### src/rtl/spi_pkg.sv
// Shared definitions for the SPI slave responder: default frame width and FSM state type.
package spi_pkg;

    localparam int unsigned DEFAULT_DATA_WIDTH = 16;

    typedef enum logic [1:0] {
        IDLE,
        SHIFT,
        DONE
    } state_t;

endpackage

### src/rtl/spi_input_sync.sv
// Multi-flop synchroniser for one asynchronous pin, with rise/fall detection on the synced value.
module spi_input_sync #(
    parameter int unsigned SYNC_STAGES = 2,
    parameter logic        RESET_VAL   = 1'b0
) (
    input  logic clk,
    input  logic reset,
    input  logic din_i,
    output logic sync_o,
    output logic rise_o,
    output logic fall_o
);

    logic [SYNC_STAGES-1:0] stage_q;
    logic                   prev_q;

    // Reset to the pin's idle level so leaving reset does not look like an edge.
    always_ff @(posedge clk) begin
        if (reset) begin
            stage_q <= {SYNC_STAGES{RESET_VAL}};
            prev_q  <= RESET_VAL;
        end else begin
            stage_q <= {stage_q[SYNC_STAGES-2:0], din_i};
            prev_q  <= stage_q[SYNC_STAGES-1];
        end
    end

    assign sync_o = stage_q[SYNC_STAGES-1];
    assign rise_o = sync_o & ~prev_q;
    assign fall_o = ~sync_o & prev_q;

endmodule

### src/rtl/spi_slave_responder.sv
// SPI slave (CPOL=1, MSB first): oversampled pins, frame FSM, RX shifter and 1-entry TX holding buffer.
module spi_slave_responder
    import spi_pkg::*;
#(
    parameter int unsigned DATA_WIDTH  = DEFAULT_DATA_WIDTH,
    parameter int unsigned SYNC_STAGES = 2
) (
    input  logic                  clk,
    input  logic                  reset,
    input  logic                  sclk,
    input  logic                  cs_bar,
    input  logic                  din_mosi,
    output logic                  dout_miso,
    output logic                  miso_oe,
    input  logic [DATA_WIDTH-1:0] tx_data,
    input  logic                  tx_valid,
    output logic                  tx_ready,
    output logic [DATA_WIDTH-1:0] rx_data,
    output logic                  rx_valid,
    output logic                  tx_done,
    output logic                  frame_err
);

    localparam int unsigned    CntW    = $clog2(DATA_WIDTH) + 1;
    localparam logic [CntW-1:0] LastBit = CntW'(DATA_WIDTH - 1);

    logic s_sclk, sclk_rise, sclk_fall;
    logic s_cs, cs_rise, cs_fall;
    logic s_mosi, mosi_rise_unused, mosi_fall_unused;

    spi_input_sync #(
        .SYNC_STAGES (SYNC_STAGES),
        .RESET_VAL   (1'b1)
    ) u_sync_sclk (
        .clk    (clk),
        .reset  (reset),
        .din_i  (sclk),
        .sync_o (s_sclk),
        .rise_o (sclk_rise),
        .fall_o (sclk_fall)
    );

    spi_input_sync #(
        .SYNC_STAGES (SYNC_STAGES),
        .RESET_VAL   (1'b1)
    ) u_sync_cs (
        .clk    (clk),
        .reset  (reset),
        .din_i  (cs_bar),
        .sync_o (s_cs),
        .rise_o (cs_rise),
        .fall_o (cs_fall)
    );

    spi_input_sync #(
        .SYNC_STAGES (SYNC_STAGES),
        .RESET_VAL   (1'b0)
    ) u_sync_mosi (
        .clk    (clk),
        .reset  (reset),
        .din_i  (din_mosi),
        .sync_o (s_mosi),
        .rise_o (mosi_rise_unused),
        .fall_o (mosi_fall_unused)
    );

    state_t                state_q;
    logic [CntW-1:0]       bit_cnt_q;
    logic                  first_fall_q;
    logic [DATA_WIDTH-1:0] shift_tx_q;
    logic [DATA_WIDTH-1:0] shift_rx_q;
    logic [DATA_WIDTH-1:0] buf_q;
    logic                  buf_full_q;
    logic                  dout_q;
    logic                  oe_q;
    logic [DATA_WIDTH-1:0] rx_data_q;
    logic                  rx_valid_q;
    logic                  tx_done_q;
    logic                  frame_err_q;

    logic                  last_rise;
    logic [DATA_WIDTH-1:0] rx_next;

    assign last_rise = sclk_rise && (bit_cnt_q == LastBit);
    assign rx_next   = {shift_rx_q[DATA_WIDTH-2:0], s_mosi};

    always_ff @(posedge clk) begin
        if (reset) begin
            state_q      <= IDLE;
            bit_cnt_q    <= '0;
            first_fall_q <= 1'b0;
            shift_tx_q   <= '0;
            shift_rx_q   <= '0;
            buf_q        <= '0;
            buf_full_q   <= 1'b0;
            dout_q       <= 1'b0;
            oe_q         <= 1'b0;
            rx_data_q    <= '0;
            rx_valid_q   <= 1'b0;
            tx_done_q    <= 1'b0;
            frame_err_q  <= 1'b0;
        end else begin
            rx_valid_q  <= 1'b0;
            tx_done_q   <= 1'b0;
            frame_err_q <= 1'b0;

            // Only fills when empty; the frame-start consume below only fires when full.
            if (tx_valid && !buf_full_q) begin
                buf_q      <= tx_data;
                buf_full_q <= 1'b1;
            end

            unique case (state_q)
                IDLE: begin
                    if (cs_fall) begin
                        bit_cnt_q    <= '0;
                        first_fall_q <= 1'b1;
                        oe_q         <= 1'b1;
                        state_q      <= SHIFT;
                        if (buf_full_q) begin
                            shift_tx_q <= buf_q;
                            dout_q     <= buf_q[DATA_WIDTH-1];
                            buf_full_q <= 1'b0;
                        end else begin
                            shift_tx_q <= '0;
                            dout_q     <= 1'b0;
                        end
                    end
                end

                SHIFT: begin
                    // The master samples the MSB on the first rise, so the first fall holds it.
                    if (sclk_fall) begin
                        if (first_fall_q) begin
                            first_fall_q <= 1'b0;
                        end else begin
                            shift_tx_q <= shift_tx_q << 1;
                            dout_q     <= shift_tx_q[DATA_WIDTH-2];
                        end
                    end
                    if (sclk_rise) begin
                        shift_rx_q <= rx_next;
                        bit_cnt_q  <= bit_cnt_q + CntW'(1);
                    end
                    if (last_rise) begin
                        rx_data_q  <= rx_next;
                        rx_valid_q <= 1'b1;
                        tx_done_q  <= 1'b1;
                        dout_q     <= 1'b0;
                        if (cs_rise) begin
                            oe_q    <= 1'b0;
                            state_q <= IDLE;
                        end else begin
                            state_q <= DONE;
                        end
                    end else if (cs_rise) begin
                        frame_err_q <= 1'b1;
                        oe_q        <= 1'b0;
                        dout_q      <= 1'b0;
                        state_q     <= IDLE;
                    end
                end

                DONE: begin
                    if (cs_rise) begin
                        oe_q    <= 1'b0;
                        state_q <= IDLE;
                    end
                end

                default: state_q <= IDLE;
            endcase
        end
    end

    assign dout_miso = dout_q;
    assign miso_oe   = oe_q;
    assign tx_ready  = ~buf_full_q;
    assign rx_data   = rx_data_q;
    assign rx_valid  = rx_valid_q;
    assign tx_done   = tx_done_q;
    assign frame_err = frame_err_q;

endmodule
### config.mk
export PLATFORM = sky130hd
export DESIGN_NAME = spi_slave_responder
export DESIGN_NICKNAME = d
export VERILOG_FILES = /design/src/rtl/spi_pkg.sv /design/src/rtl/spi_input_sync.sv /design/src/rtl/spi_slave_responder.sv
export SDC_FILE = /design/constraint.sdc
export NUM_CORES = 1
export LEC_CHECK = 0
export BUFFER_PORTS_ARGS = -buffer_cell sky130_fd_sc_hd__buf_2
export CORE_ASPECT_RATIO = 1.25
export CORE_MARGIN = 5
export CORE_UTILIZATION = 42
export CTS_BUF_LIST = sky130_fd_sc_hd__clkbuf_8
export CTS_CLUSTER_SIZE = 14
export DETAILED_ROUTE_END_ITERATION = 10
export PLACE_DENSITY = 0.71
export SLEW_MARGIN = 10
export SYNTH_ARGS = -nofsm -noshare
export SYNTH_HDL_FRONTEND = slang
export SYNTH_HIERARCHICAL = 1
export SYNTH_SLANG_ARGS = --single-unit
### constraint.sdc
create_clock -name clk -period 2.34 [get_ports clk]
set_input_delay 0.234 -clock clk [delete_from_list [all_inputs] [get_ports clk]]
set_output_delay 0.234 -clock clk [all_outputs]
set_load 0.02 [all_outputs]
==> flow_summary.json <==
{
  "ir_drop_uv": 366,
  "cts_buffers": 9,
  "leakagePower_nw": 1.48,
  "hold_violations": 0,
  "setup_viol": 0,
  "antenna_found_initial": 0,
  "path_max_fanout": 17,
  "start_util": 0.435,
  "grt_pass1_wl_um": 11300,
  "grt_pass1_vias": 2556,
  "first_pass_iters": 4,
  "n_antenna_cell": 0,
  "port-buffer-count": 43,
  "slew_headroom": 0.618,
  "cts_tree": "done",
  "hold_buffers": 0,
  "rsz0062_at_grt": "false",
  "status": "finished clean",
  "dp_hpwl_um": 4560,
  "synth_area_per_cell_um2": 8.62,
  "rows": 36,
  "area_growth_pct": 12.3,
  "drive_gt1_frac": 0.210,
  "finClkSkew_ns": 0.00783,
  "rr_worst_depth": 6,
  "worstPathArrival_ns": 2.25,
  "clkTransAtPathRegs_ns": 0.08,
  "antenna_left": 0,
  "routed_via_density": 4.98,
  "cp-startpoint": "state_q[1]",
  "fmax_mhz": 508,
  "worst_slew_pin_slew_ns": 0.574,
  "r2r_end": "bit_cnt_q[1]",
  "fp.dieW_um": 90.5,
  "final.setup.tns_ns": 0,
  "die_h_um": 111,
  "crit_end": "bit_cnt_q[1]",
  "die_area_um2": 10000,
  "fin_crit_sh": 0.841,
  "hold_path_class": "in -> reg",
  "yosysWarnings": 6,
  "dp_slack_ns": 0.378,
  "drv_slew": 0,
  "drt-initial-drc-count": 81,
  "root_buffer": "clkbuf_8",
  "fill_cells": 794,
  "cts_sinks": 83,
  "layout_common_cells": "nand2_1 (101), dfxtp_1 (83), a21oi_1 (71), buf_2 (43), nor2_1 (22)",
  "endpoint_kind": "flip-flop",
  "r2r_start": "state_q[1]",
  "grt_usage": 0.137,
  "drc_errors": 0,
  "overflow": 0,
  "regToRegSetupSlack_ns": 0.37,
  "cts_max_path_buffers": 2,
  "cp.required_ns": 2.63,
  "grt_max_degree": 33,
  "routedWlPerCell_um": 12.3,
  "final_nets": 457,
  "cts_setup_buffers": 0,
  "timing.max_cap.violations": 0,
  "gp_congestion": 0.767,
  "synth_cells": 395,
  "core_area_um2": 7840,
  "final_common_cell": "nand2_1",
  "vias": 2633,
  "finalCriticalPeriod_ns": 1.97,
  "ctsHtreeMaxLevel": 3,
  "worst_slack_ns": 0.372,
  "syn_area_um2": 3410,
  "ios": 44,
  "wirelength_um": 6480,
  "critPathKind": "reg -> reg",
  "start_kind": "flip-flop",
  "clk_latency_ns": 0.35,
  "post_cts_resized": 0,
  "cellPowerDensity_nw_per_um2": 719,
  "synth_nets": 423
}
final cells by class:
cell class	instances	area, um2	share of cell area
Timing Repair Buffer	50	268	0.0700
Sequential cell	83	1660	0.435
Clock buffer	11	151	0.0396
Tap cell	95	119	0.0311
Clock inverter	5	60.1	0.0157
Multi-Input combinational cell	280	1550	0.404
Inverter	5	18.8	0.00491
critical path, stage by stage, from the launching register on:
cell and delay [ns]:
dfxtp_1 0.35, inv_1 0.09, ha_1 0.47, inv_1 0.36, o21ai_0 0.41, a32oi_1 0.12, nor2_1 0.11
registers in the layout, indices dropped and copies added, names as in the netlist:
register             count
dout_miso                1
shift_rx_q              15
frame_err                1
bit_cnt_q                5
u_sync_sclk/prev_q       1
first_fall_q             1
u_sync_cs/stage_q        2
rx_data                 16
u_sync_mosi/stage_q      2
u_sync_sclk/stage_q      2
shift_tx_q              15
state_q                  2
tx_done                  1
miso_oe                  1
u_sync_cs/prev_q         1
buf_full_q               1
buf_q                   16
worst min-delay path by stage:
stage,start,end,slack [ns],cells past startpoint
final,cs_bar,u_sync_cs/stage_q[0],0.06,2
after global routing,sclk,u_sync_sclk/stage_q[0],0.04,2
after CTS,cs_bar,u_sync_cs/stage_q[0],0.04,2
after detailed placement,u_sync_cs/stage_q[0],u_sync_cs/stage_q[1],0.39,1
after global placement,u_sync_cs/stage_q[0],u_sync_cs/stage_q[1],0.39,1
after floorplan,reset,u_sync_mosi/stage_q[0],0.31,1
power by group:
part	total, mW	leakage, nW	switching [mW]	internal, mW
logic	0.206	0.700	0.124	0.0816
clock network	1.06	0.106	0.504	0.555
registers	1.49	0.675	0.0288	1.46
per-layer routing:
layer  up-vias  wire [um]  GRT usage
met4         0        147     0.0745
li1       1384          -          -
met3        10        267     0.0407
met2        45       3190      0.234
met5         -          0          0
met1      1194       2870      0.149
metrics by stage:
stage / area [um2] / total power, mW / util / cells / hold WS (ns)
final: 3820 / 2.75 / 0.488 / 529 / 0.0643
after global routing: 3820 / 2.89 / 0.488 / 529 / 0.0415
after CTS: 3820 / 2.79 / 0.488 / 529 / 0.0449
after detailed placement: 3610 / 1.73 / 0.461 / 513 / 0.395
after global placement: 3610 / 1.72 / 0.461 / 513 / 0.389
after floorplan: 3410 / 1.68 / - / 395 / 0.306
Power figures use the tool's default switching activity.
